--- src/rtl/ram_pkg.sv ---
// Shared types and helpers for the processor-side RAM access bridge.
package ram_pkg;
  localparam int RAM_ADDR_W = 24;
  localparam int RAM_DATA_W = 16;

  typedef enum logic [2:0] {
    IDLE     = 3'd0,
    RD_ISSUE = 3'd1,
    RD_WAIT  = 3'd2,
    WR_ISSUE = 3'd3,
    RESP     = 3'd4
  } ram_state_t;

  // Request fields latched at acceptance; store data lives in the write-word register.
  typedef struct packed {
    logic                we;
    logic                size;
    logic [RAM_ADDR_W:0] addr;
  } ram_req_t;

  // sel=0 replaces the low byte, sel=1 the high byte.
  function automatic logic [RAM_DATA_W-1:0] byte_merge(input logic [RAM_DATA_W-1:0] word,
                                                       input logic [7:0]            bval,
                                                       input logic                  sel);
    return sel ? {bval, word[7:0]} : {word[15:8], bval};
  endfunction

  function automatic logic [RAM_DATA_W-1:0] byte_extract(input logic [RAM_DATA_W-1:0] word,
                                                         input logic                  sel);
    return {8'h00, (sel ? word[15:8] : word[7:0])};
  endfunction
endpackage

--- src/rtl/ram_drain_ctr.sv ---
// Saturating count of reads that timed out but whose data is still due from the RAM.
module ram_drain_ctr #(
  parameter int W = 3
) (
  input  logic clk,
  input  logic rst,
  input  logic inc,
  input  logic dec,
  output logic nonzero
);
  logic [W-1:0] cnt;

  always_ff @(posedge clk or negedge rst) begin
    if (!rst) begin
      cnt <= '0;
    end else if (inc && !dec) begin
      if (cnt != '1) cnt <= cnt + 1'b1;
    end else if (dec && !inc) begin
      cnt <= cnt - 1'b1;
    end
  end

  assign nonzero = |cnt;
endmodule

--- src/rtl/ram_access_unit.sv ---
// Byte/word load-store bridge into sdram_block: single-cycle push pulses,
// read-modify-write for byte stores, read timeout with stale-data draining.
module ram_access_unit
  import ram_pkg::*;
#(
  parameter int TIMEOUT = 1024,
  parameter int DRAIN_W = 3
) (
  input  logic                  clk,
  input  logic                  rst,
  input  logic                  req_valid,
  output logic                  req_ready,
  input  logic                  req_we,
  input  logic                  req_size,
  input  logic [RAM_ADDR_W:0]   req_addr,
  input  logic [RAM_DATA_W-1:0] req_wdata,
  output logic                  resp_valid,
  output logic [RAM_DATA_W-1:0] resp_rdata,
  output logic                  resp_err,
  output logic [RAM_ADDR_W-1:0] ram_addr,
  output logic [RAM_DATA_W-1:0] ram_wr_data,
  output logic                  ram_wr_en,
  output logic                  ram_rd_en,
  input  logic [RAM_DATA_W-1:0] ram_rd_data,
  input  logic                  ram_busy,
  input  logic                  ram_rd_ready,
  output logic                  ram_rd_ack
);
  localparam int TMO_W = $clog2(TIMEOUT + 1);
  localparam logic [TMO_W-1:0] TMO_LAST = TMO_W'(TIMEOUT - 1);

  ram_state_t            state, next_state;
  ram_req_t              req_q;
  logic                  err_q;
  logic [RAM_DATA_W-1:0] rdata_q;
  logic [RAM_DATA_W-1:0] wr_word_q;
  logic [RAM_ADDR_W-1:0] addr_hold;
  logic [RAM_DATA_W-1:0] wdata_hold;
  logic [TMO_W-1:0]      tmo_cnt;
  logic                  ack_q;
  logic                  drain_nz;
  logic                  drain_pop;
  logic                  capture;
  logic                  tmo_hit;
  logic                  accept;
  logic                  misalign;

  assign req_ready = (state == IDLE);
  assign accept    = req_valid && req_ready;
  assign misalign  = req_size && req_addr[0];

  always_ff @(posedge clk or negedge rst) begin
    if (!rst) state <= IDLE;
    else      state <= next_state;
  end

  always_comb begin
    next_state = state;
    ram_wr_en  = 1'b0;
    ram_rd_en  = 1'b0;
    capture    = 1'b0;
    tmo_hit    = 1'b0;
    // the FIFO flag needs a cycle to settle after any pop, hence ack_q
    drain_pop  = drain_nz && ram_rd_ready && !ack_q;
    case (state)
      IDLE: begin
        if (req_valid) begin
          if (misalign)              next_state = RESP;
          else if (req_we && req_size) next_state = WR_ISSUE;
          else                       next_state = RD_ISSUE;
        end
      end
      RD_ISSUE: begin
        if (!ram_busy) begin
          ram_rd_en  = 1'b1;
          next_state = RD_WAIT;
        end
      end
      RD_WAIT: begin
        if (ram_rd_ready && !drain_nz && !ack_q) begin
          capture    = 1'b1;
          next_state = req_q.we ? WR_ISSUE : RESP;
        end else if (tmo_cnt == TMO_LAST) begin
          tmo_hit    = 1'b1;
          next_state = RESP;
        end
      end
      WR_ISSUE: begin
        if (!ram_busy) begin
          ram_wr_en  = 1'b1;
          next_state = RESP;
        end
      end
      RESP:    next_state = IDLE;
      default: next_state = IDLE;
    endcase
  end

  assign ram_rd_ack = drain_pop || capture;
  assign resp_valid = (state == RESP);
  assign resp_err   = (state == RESP) && err_q;
  assign resp_rdata = (state == RESP) ? rdata_q : '0;

  // Address/data show the new value throughout an issue state and are held afterwards.
  assign ram_addr    = (state == RD_ISSUE || state == WR_ISSUE) ? req_q.addr[RAM_ADDR_W:1] : addr_hold;
  assign ram_wr_data = (state == WR_ISSUE) ? wr_word_q : wdata_hold;

  always_ff @(posedge clk or negedge rst) begin
    if (!rst) begin
      req_q      <= '0;
      err_q      <= 1'b0;
      rdata_q    <= '0;
      wr_word_q  <= '0;
      addr_hold  <= '0;
      wdata_hold <= '0;
      tmo_cnt    <= '0;
      ack_q      <= 1'b0;
    end else begin
      ack_q <= ram_rd_ack;
      if (accept) begin
        req_q     <= '{we: req_we, size: req_size, addr: req_addr};
        err_q     <= misalign;
        rdata_q   <= '0;
        wr_word_q <= req_wdata;
      end
      if (ram_rd_en || ram_wr_en) addr_hold <= req_q.addr[RAM_ADDR_W:1];
      if (ram_wr_en) wdata_hold <= wr_word_q;
      if (ram_rd_en)
        tmo_cnt <= '0;
      else if (state == RD_WAIT && tmo_cnt != TMO_LAST)
        tmo_cnt <= tmo_cnt + 1'b1;
      if (tmo_hit) err_q <= 1'b1;
      if (capture) begin
        if (req_q.we)
          wr_word_q <= byte_merge(ram_rd_data, wr_word_q[7:0], req_q.addr[0]);
        else if (req_q.size)
          rdata_q <= ram_rd_data;
        else
          rdata_q <= byte_extract(ram_rd_data, req_q.addr[0]);
      end
    end
  end

  ram_drain_ctr #(.W(DRAIN_W)) u_drain (
    .clk     (clk),
    .rst     (rst),
    .inc     (tmo_hit),
    .dec     (drain_pop),
    .nonzero (drain_nz)
  );
endmodule

--- config.mk ---
export PLATFORM = sky130hd
export DESIGN_NAME = ram_access_unit
export DESIGN_NICKNAME = d
export VERILOG_FILES = /design/src/rtl/ram_pkg.sv /design/src/rtl/ram_drain_ctr.sv /design/src/rtl/ram_access_unit.sv
export SDC_FILE = /design/constraint.sdc
export NUM_CORES = 1
export LEC_CHECK = 0
export BUFFER_PORTS_ARGS = -buffer_cell sky130_fd_sc_hd__buf_4
export CELL_PAD_IN_SITES_DETAIL_PLACEMENT = 1
export CELL_PAD_IN_SITES_GLOBAL_PLACEMENT = 2
export CORE_MARGIN = 2
export CORE_UTILIZATION = 33
export DETAILED_ROUTE_END_ITERATION = 8
export GPL_ROUTABILITY_DRIVEN = 0
export GPL_TIMING_DRIVEN = 0
export MAX_ROUTING_LAYER = met4
export PLACE_DENSITY_LB_ADDON = 0.1
export SETUP_SLACK_MARGIN = 0.5
export SYNTH_ARGS = -nofsm -noshare
export SYNTH_HDL_FRONTEND = slang
export SYNTH_HIERARCHICAL = 1
export SYNTH_SLANG_ARGS = --single-unit
--- constraint.sdc ---
create_clock -name clk -period 3.2 [get_ports clk]
set_input_delay 0 -clock clk [delete_from_list [all_inputs] [get_ports clk]]
set_output_delay 0 -clock clk [all_outputs]
set_load 0.1 [all_outputs]
==> results of run 1 <==
## what timing repair did
item                                   4_1_cts  5_1_grt
gates resized for setup                      6        4
pin swaps                                    2        1
cloned                                       0        0
hold buffers                                63        0
endpoints found under the hold margin      182        0
buffers inserted                             2        2
setup endpoints to repair                   24       11
## cell type report
cell class                      count  area, um^2  share of cell area
Clock inverter                      9         150              0.0180
Buffer                             37         190              0.0228
Timing Repair Buffer              193        1630               0.195
Tap cell                          225         282              0.0337
Sequential cell                   118        2950               0.354
Clock buffer                       23         458              0.0549
Inverter                            5        18.8             0.00225
Multi-Input combinational cell    466        2660               0.319
## cell usage in the layout, fill, tap and decap left out, drive strengths merged, types with 4 or more instances in the layout
cell         count
a211oi           8
a21o             9
a21oi            6
a22o             7
a31oi           10
and2            21
buf            147
bufinv           4
clkbuf          43
dfrtp          118
dlygate4sd3     63
inv              5
mux2            40
mux2i           10
nand2          236
nand3           21
nand3b           4
nor2             9
nor2b           10
o21ai           24
or3              5
## logic make-up (layout without fill, tap and decap cells)
logic type	Yosys count	after routing	share of synthesized area
mux	50	50	0.0954
xor+xnor	1	1	0.00152
flops	118	118	0.512
simple gates	331	331	0.255
buf+inv	42	267	0.0355
compound gates	82	82	0.0950
fa+ha+maj	2	2	0.00564
## worst max-delay path: cells and delay by family, from the launching register on
| family | cells | cell delay (ps) |
|---|---|---|
| compound gates | 2 | 190 |
| simple gates | 4 | 1190 |
| fa+ha+maj | 1 | 380 |
| buf+inv | 2 | 290 |
| flops | 1 | 450 |
## metal layers
layer / wire [um] / GRT usage / vias to the layer above
met2: 9250 / 0.355 / 102
met3: 622 / 0.0474 / 20
li1: - / - / 2532
met5: 0 / - / -
met4: 233 / 0.0613 / 0
met1: 8220 / 0.254 / 2645
## state kept, by name, indices dropped and copies added, names as in the netlist
name         count
ack_q            1
addr_hold       24
err_q            1
rdata_q         16
req_q           27
state            3
tmo_cnt         11
u_drain/cnt      3
wdata_hold      16
wr_word_q       16
## report_power, final
| part | switching (uW) | internal (uW) | leakage (uW) | total, uW |
|---|---|---|---|---|
| Clock | 681 | 1320 | 0.000291 | 2000 |
| Combinational | 3890 | 1400 | 0.00237 | 5290 |
| Sequential | 431 | 2080 | 0.00151 | 2510 |
## path summary, 6_finish.rpt
path	start	cells after the start	slack, ps	to
hold reg to reg	err_q$_DFFE_PN0P_	1	480	err_q$_DFFE_PN0P_
min in group clk	req_addr[17]	4	320	req_q[17]$_DFFE_PN0P_
setup / recovery	u_drain/cnt[0]$_DFFE_PN0P_	9	550	u_drain/cnt[2]$_DFFE_PN0P_
setup reg to reg	u_drain/cnt[0]$_DFFE_PN0P_	9	550	u_drain/cnt[2]$_DFFE_PN0P_
hold / removal	rst	2	50	rdata_q[7]$_DFF_PN0_
max in group asynchronous	rst	3	2410	addr_hold[23]$_DFFE_PN0P_
## metrics by stage
step / setup WS, ps / total power, uW / cells / utilization / instance area, um^2
6_report: 555 / 9800 / 1076 / 0.486 / 8340
5_1_grt: 426 / 10300 / 1076 / 0.486 / 8340
4_1_cts: 484 / 9880 / 1074 / 0.484 / 8320
3_5_place_dp: 107 / 7740 / 977 / 0.410 / 7040
3_3_place_gp: 148 / 7620 / 976 / 0.408 / 7000
2_1_floorplan: 404 / 6470 / 626 / - / 5780
==> out/results.tsv, run 1 <==
metric	value	unit
status	finished clean	
cp.arrival	2920	ps
die_w	136	um
rsz0062_at_grt	true	
synth_seq_cells	118	
cp-start-kind	register	
ir_drop	1.32	mV
synthTopCellsByCount	nand2_1 (235), dfrtp_1 (118), mux2_2 (40), o21ai_0 (24)	
drtIter0Drc	209	
numCtsBuffers	17	
port_buffers	125	
cts_max_path_buffers	2	
rows	48	
insertion_delay	420	ps
synth.most_common_cell	nand2_1	
path_clk_slew	50	ps
grt_pass1_wl	29.1	mm
synth_top_area_cell	dfrtp_1	
cp_cell_sequence	or3_2 > and3b_1 > buf_2 > inv_1 > nand2_1 > fa_2 > or3b_1 > o21ai_0 > a221oi_1	
grt_overflow	0	
ios	126	
powerDensity	1180	nW/um^2
setup_viol	0	
antenna_found_initial	0	
core	17200	um^2
drive_gt1_frac	0.269	
max_stage_delay	530	ps
layout_worst_path_cycle_share	0.827	
cellLeakagePower	0.00417	uW
maxCapViolations	0	
area_growth	44.5	%
drc	0	
htree_levels	4	
period_minus_slack	2650	ps
fmax	0.378	GHz
ant_nets	0	
tightest_slew	669	ps
synth.distinct_cells	52	
hold_viol_final	0	
diodes	0	
drt_wl_total	18.3	mm
vias_per_cell	4.92	
die_area	18600	um^2
vias	5299	
setup_tns	0	ps
syn_nets	692	
end_kind	register	
dpl.hpwl	12.4	mm
synth_area_leaders	dfrtp_1 (51%), nand2_1 (15%), mux2_2 (7.8%)	
num-nets-final	904	
final.setup_skew	7.96	ps
grt_pass1_vias	5623	
worstSetupPathType	register to register	
syn_avg_cell_area	9.22	um^2
ys_warn_count	6	
syn_area	5770	um^2
fillers	1993	
cts_tree	built	
cts_root_buf	clkbuf_16	
clkSinkCount	118	
synthesis.instances	626	
relSlewSlack	0.552	
synth_ff_type	dfrtp_1	
synth_edf_count	0	
drv_slew	0	
crit_fanout	7	
die_y	136	um
holdWs	48.8	ps
ys_seq_area_frac	0.512	
first_pass_iters	4	
start_util	0.336	
detail_route.wl_per_cell	17.0	um
slowest_stage	or3_2	
required	3480	ps
netlist.area_leader.share	0.512	
min_path_type	primary input to async pin	
grt_max_degree	85	
async_reset_ff_frac	1.00	
grt_usage	0.211	
(Power assumes the default switching activity.)
==> inputs of run 2 (changes only) <==
- ABC_AREA: default -> 1
- CORE_UTILIZATION: 33 -> 28
- clock period: 3.2 -> 2.3 ns (I/O delays scaled with it)
==> run 2 against run 1 <==
Against the previous run: routed wire length increased by 19%; area after synthesis rose by 1.1%; sequential power up 36%; non-clock buffer count up 32; combinational power increased by 89%; cell count up 20%; sequential share of layout area down 5.9 points; cell area grew 20%; via count is 14% higher; maximum frequency increased by 38%; synthesized cell count increased by 22%; highest routed layer unchanged.
==> out/results.tsv, run 2 <==
metric	value	unit
ir_drop	0.770	mV
relSlewSlack	0.682	
clkSinkCount	118	
synth_top_area_cell	dfrtp_1	
start_util	0.287	
pre_cts_ws	-77.1	ps
antenna_found_initial	0	
synth.most_common_cell	nand2_1	
dpl.hpwl	14.7	mm
cp-start-kind	register	
setup_viol	0	
synth.distinct_cells	29	
largest_reg_flops	27	
drive_gt1_frac	0.341	
synthesis.instances	765	
min_path_type	primary input to async pin	
cp.arrival	2240	ps
cts_root_buf	clkbuf_16	
yosys.area_share.adder	0.00557	
vias	6035	
cts_tree	built	
hold_viol_final	0	
largest-register	req_q	
area_growth	71.8	%
dp_cells	1161	
fmax	0.520	GHz
diodes	0	
synth_seq_cells	118	
final_cells	1292	
ios	126	
period_minus_slack	1920	ps
path_clk_slew	60	ps
end_kind	register	
status	finished clean	
async_reset_ff_frac	1.00	
htree_levels	4	
die_area	22000	um^2
rsz0062_at_grt	true	
layout_worst_path_cycle_share	0.836	
syn_avg_cell_area	7.63	um^2
grt_pass1_wl	33.6	mm
syn_nets	831	
rows	52	
core	20400	um^2
tightest_slew	476	ps
grt_overflow	0	
netlist.area_leader.share	0.506	
synth_ff_type	dfrtp_1	
ys_seq_area_frac	0.506	
die_w	148	um
numCtsBuffers	17	
final.setup_skew	11.9	ps
drv_slew	0	
syn_area	5840	um^2
port_buffers	125	
required	2620	ps
synth_edf_count	0	
vias_per_cell	4.67	
worstSetupPathType	register to register	
cellLeakagePower	0.00467	uW
grt_max_degree	85	
synth_compound_area_frac	0.153	
grt_usage	0.202	
detail_route.wl_per_cell	16.8	um
drt_wl_total	21.7	mm
synth_top_family_by_area	simple AND/OR/NAND/NOR gates	
fillers	2324	
final_common_cell	nand2_1	
drtIter0Drc	167	
layout_common_cells	nand2_1 (213), dfrtp_1 (113), buf_4 (111), o21ai_0 (83), inv_1 (81)	
ant_nets	0	
synthMuxAreaShare	0	
insertion_delay	420	ps
crit_fanout	2	
ys_warn_count	6	
worst_slack	378	ps
num-nets-final	1075	
yosys.area_share.simple	0.235	
synth_xor_area_frac	0.00750	
first_pass_iters	5	
reg_top3	req_q x27, addr_hold x24	
grt_pass1_vias	6282	
holdWs	40.6	ps
synth_area_leaders	dfrtp_1 (51%), nand2_1 (15%), o21ai_0 (11%)	
cts_max_path_buffers	2	
drc	0	
die_y	148	um
synthTopCellsByCount	nand2_1 (234), o21ai_0 (125), dfrtp_1 (118), inv_1 (85), nor2_1 (49)	
powerDensity	1630	nW/um^2
maxCapViolations	0	
[run 2: cell count changes after synthesis, sizes merged, moves of 12 or more]
cell	previous run	this run
and2	21	0
mux2	40	0
o22ai	2	14
nor2	9	55
o21ai	24	150
inv	5	94
nand3	21	34
[run 2: cell families (layout without fill, tap and decap cells)]
logic type / after synthesis / after routing
compound gates: 174 / 174
simple gates: 335 / 335
buf+inv: 131 / 388
xor+xnor: 5 / 5
flops: 118 / 118
fa+ha+maj: 2 / 2
[run 2: final cells by class]
cell class / count / area [um^2] / share of cell area
well taps: 270 / 338 / 0.0337
flip-flops and latches: 118 / 2960 / 0.295
clock inverters: 15 / 216 / 0.0216
plain buffers: 37 / 330 / 0.0329
repair buffers: 225 / 2440 / 0.243
inverters: 94 / 355 / 0.0354
multi-input cells: 516 / 2970 / 0.296
clock buffers: 17 / 425 / 0.0424
[run 2: power breakdown]
part | switching [uW] | total, uW | internal (uW)
Clock | 1090 | 2930 | 1840
Combinational | 6630 | 10000 | 3400
Sequential | 524 | 3420 | 2890
[run 2: final timing paths]
check	startpoint	to	slack, ps	cells after the start
max	tmo_cnt[1]$_DFFE_PN0P_	u_drain/cnt[2]$_DFFE_PN0P_	380	14
min	rst	wdata_hold[9]$_DFFE_PN0P_	40	2
max reg2reg	tmo_cnt[1]$_DFFE_PN0P_	u_drain/cnt[2]$_DFFE_PN0P_	380	14
min reg2reg	wdata_hold[5]$_DFFE_PN0P_	wdata_hold[5]$_DFFE_PN0P_	490	2
max in group asynchronous	rst	u_drain/cnt[0]$_DFFE_PN0P_	1480	3
min in group clk	req_valid	state[0]$_DFFE_PN0P_	130	5
[run 2: critical path, stage by stage (launching register included)]
cell	delay [ps]
dfrtp_1	390
ha_4	160
nand2_4	50
nor2_4	120
nand3_4	100
nor2_4	90
inv_2	50
nor2_4	90
inv_2	40
fa_2	340
nand3b_1	180
nand2_1	90
nand2_1	50
nand2_1	50
inv_1	30
[run 2: timing repair]
item,4_1_cts,5_1_grt
buffers inserted,13,20
hold endpoints to repair,181,0
hold buffers,62,0
endpoints found under the setup margin,93,116
pin swaps,8,16
cloned,2,2
resized for setup,162,113
[run 2: per-layer routing]
layer | GRT usage | up-vias | routed length [um]
li1 | - | 2919 | -
met1 | 0.264 | 3012 | 9920
met2 | 0.331 | 88 | 11100
met3 | 0.0270 | 16 | 506
met4 | 0.0529 | 0 | 202
met5 | - | - | 0
[run 2: through the flow]
stage	utilization	TNS, ps	power, uW	cell area, um^2
floorplan	-	-160	9180	6050
global placement	0.360	-23.0	10800	7330
detailed placement	0.361	-77.1	11000	7360
CTS	0.463	0	15500	9420
global route	0.493	0	17200	10000
finish	0.493	0	16400	10000
==> inputs of run 3 (changes only) <==
- CORE_UTILIZATION: 28 -> 31
- clock period: 2.3 -> 1.82 ns (I/O delays scaled with it)
==> run 3 against run 2 <==
Against the previous run: the run now ends with negative hold slack, negative setup slack left; sequential cell count unchanged; count of clock-buffer cells in the layout increased by 1; cell count decreased by 2.6%; global-route usage grew 3.0 points; critical path depth unchanged; sequential share of layout area is 2.0 points lower; cell area grew 7.4%; sequential power grew 28%; combinational power up 37%.
==> out/results.tsv, run 3 (synthesis gave the netlist of run 2 again) <==
metric	value	unit
ant_nets	0	
largest-register	req_q	
powerDensity	2050	nW/um^2
drive_gt1_frac	0.381	
violations	negative hold slack, negative setup slack	
drv_slew	0	
insertion_delay	430	ps
internal-power	11200	uW
cp-start-kind	register	
path_common_cell	nand2_1	
drtIter0Drc	234	
antenna_found_initial	0	
dpl.hpwl	14.3	mm
cp.arrival	2400	ps
layout_worst_path_cycle_share	1.15	
diodes	0	
crit_fanout	3	
port_buffers	125	
vias	6099	
rows	50	
hold_viol_final	1	
cts_max_path_buffers	2	
worstSetupPathType	register to register	
die_w	141	um
detail_route.wl_per_cell	17.4	um
p_comb_frac	0.623	
rsz0062_at_grt	true	
pre_cts_ws	-513	ps
end_kind	register	
final_common_cell	nand2_1	
area_growth	84.5	%
htree_levels	4	
setup_viol	42	
tightest_slew	593	ps
holdWs	-104	ps
fmax	0.478	GHz
max_stage_delay	370	ps
p_sw	10800	uW
hold_buffers	61	
drc	0	
grt_overflow	0	
numCtsBuffers	17	
postLayoutCoreUtil	0.580	
path_buf_inv	3	
rr_startpoint	tmo_cnt[1]$_DFFE_PN0P_	
cellLeakagePower	0.00488	uW
ios	126	
required	2130	ps
num-nets-final	1077	
ir_drop	0.870	mV
r2r_slack	-270	ps
grt_pass1_vias	6541	
rr_worst_depth	14	
path_clk_slew	60	ps
period_minus_slack	2090	ps
crit_family	simple AND/OR/NAND/NOR gates	
relSlewSlack	0.605	
start_util	0.314	
first_pass_iters	4	
layout_common_cells	nand2_1 (193), dfrtp_1 (114), buf_4 (95), inv_1 (78), o21ai_0 (70)	
switching_share	0.491	
clkSinkCount	118	
reg_top3	req_q x27, addr_hold x24	
reg2reg_to	u_drain/cnt[2]$_DFFE_PN0P_	
largest_reg_flops	27	
grt_pass1_wl	34.9	mm
maxCapViolations	0	
share_clk_of_total_power	0.177	
final_cells	1258	
crit_start	tmo_cnt[1]$_DFFE_PN0P_	
cts_tree	built	
power	22100	uW
fillers	2049	
slowest_stage	dfrtp_1	
core	18600	um^2
worst-path-stages	14	
cts_root_buf	clkbuf_16	
vias_per_cell	4.85	
drt_wl_total	21.9	mm
grt_usage	0.232	
dp_cells	1125	
worst_slack	-273	ps
endpoint	u_drain/cnt[2]$_DFFE_PN0P_	
grt_max_degree	61	
final.setup_skew	11.4	ps
status	finished with violations	
min_path_type	primary input to register	
die_y	141	um
seq_power_share	0.199	
cp_cell_sequence	ha_2 > nand2_2 > nor2_4 > nand3_2 > nor2_2 > inv_2 > nor2_4 > inv_2 > fa_2 > nand3b_1 > nand2_1 > nand2_1 > nand2_1 > inv_1	
die_area	19900	um^2
run 3: changes by cell type in the layout (fill, tap and decap cells not counted), moves of 7 or more:
| cell | previous run | this run |
|---|---|---|
| o21ai_1 | 27 | 35 |
| buf_2 | 8 | 1 |
| o21ai_4 | 31 | 40 |
| buf_12 | 38 | 48 |
| nand2_4 | 6 | 19 |
| nor2_4 | 12 | 25 |
| nand2_1 | 213 | 193 |
| nor2_2 | 16 | 3 |
| buf_4 | 111 | 95 |
| buf_8 | 7 | 20 |
| o21ai_0 | 83 | 70 |
run 3: layout make-up:
| class | count | area (um^2) | area share |
|---|---|---|---|
| timing repair buffer | 227 | 2690 | 0.250 |
| inverter | 94 | 377 | 0.0350 |
| multi-input combinational | 516 | 3300 | 0.306 |
| buffer | 37 | 469 | 0.0436 |
| clock inverter | 14 | 244 | 0.0227 |
| clock buffer | 18 | 439 | 0.0408 |
| tap | 234 | 293 | 0.0272 |
| sequential | 118 | 2960 | 0.275 |
run 3: tightest hold or removal path: stages:
cell,delay (ps)
buf_4,120
nand2_1,90
a21oi_2,60
run 3: worst min-delay path by stage:
stage	end	cells after the start	start
after detailed placement	req_q[9]$_DFFE_PN0P_	1	rst
after floorplan	ack_q$_DFF_PN0_	0	rst
after CTS	ack_q$_DFF_PN0_	3	ram_rd_ready
final	ack_q$_DFF_PN0_	3	ram_rd_ready
after global placement	req_q[12]$_DFFE_PN0P_	3	req_addr[12]
after global routing	ack_q$_DFF_PN0_	3	ram_rd_ready
run 3: metrics by stage:
step | area (um^2) | TNS, ps | hold slack (ps)
finish | 10800 | -2790 | -104
global route | 10800 | -6240 | -94.6
CTS | 10300 | -1100 | -112
detailed placement | 7840 | -1100 | 19.7
global placement | 7810 | -1110 | 209
floorplan | 6580 | -801 | -296
run 3: what timing repair did:
| action | in CTS | in global routing |
|---|---|---|
| endpoints found under the setup margin | 179 | 179 |
| buffers inserted | 20 | 13 |
| hold endpoints to repair | 120 | 1 |
| gates cloned | 3 | 4 |
| pin swaps | 10 | 27 |
| resized for setup | 233 | 96 |
run 3: power by group through the flow:
stage | Combinational, uW | Sequential, uW | Clock, uW
after CTS | 13100 | 4310 | 3980
after floorplan | 8470 | 4130 | 0
after detailed placement | 10600 | 4300 | 0
after global placement | 10400 | 4240 | 0
after global routing | 14500 | 4510 | 4100
final | 13700 | 4390 | 3910
run 3: layer usage:
metal  track usage  wire, um  vias to the layer above
met4        0.0584       194                        0
met3        0.0363       554                       16
met5             -         0                        -
li1              -         -                     2933
met1         0.300      9980                     3048
met2         0.381     11100                      102
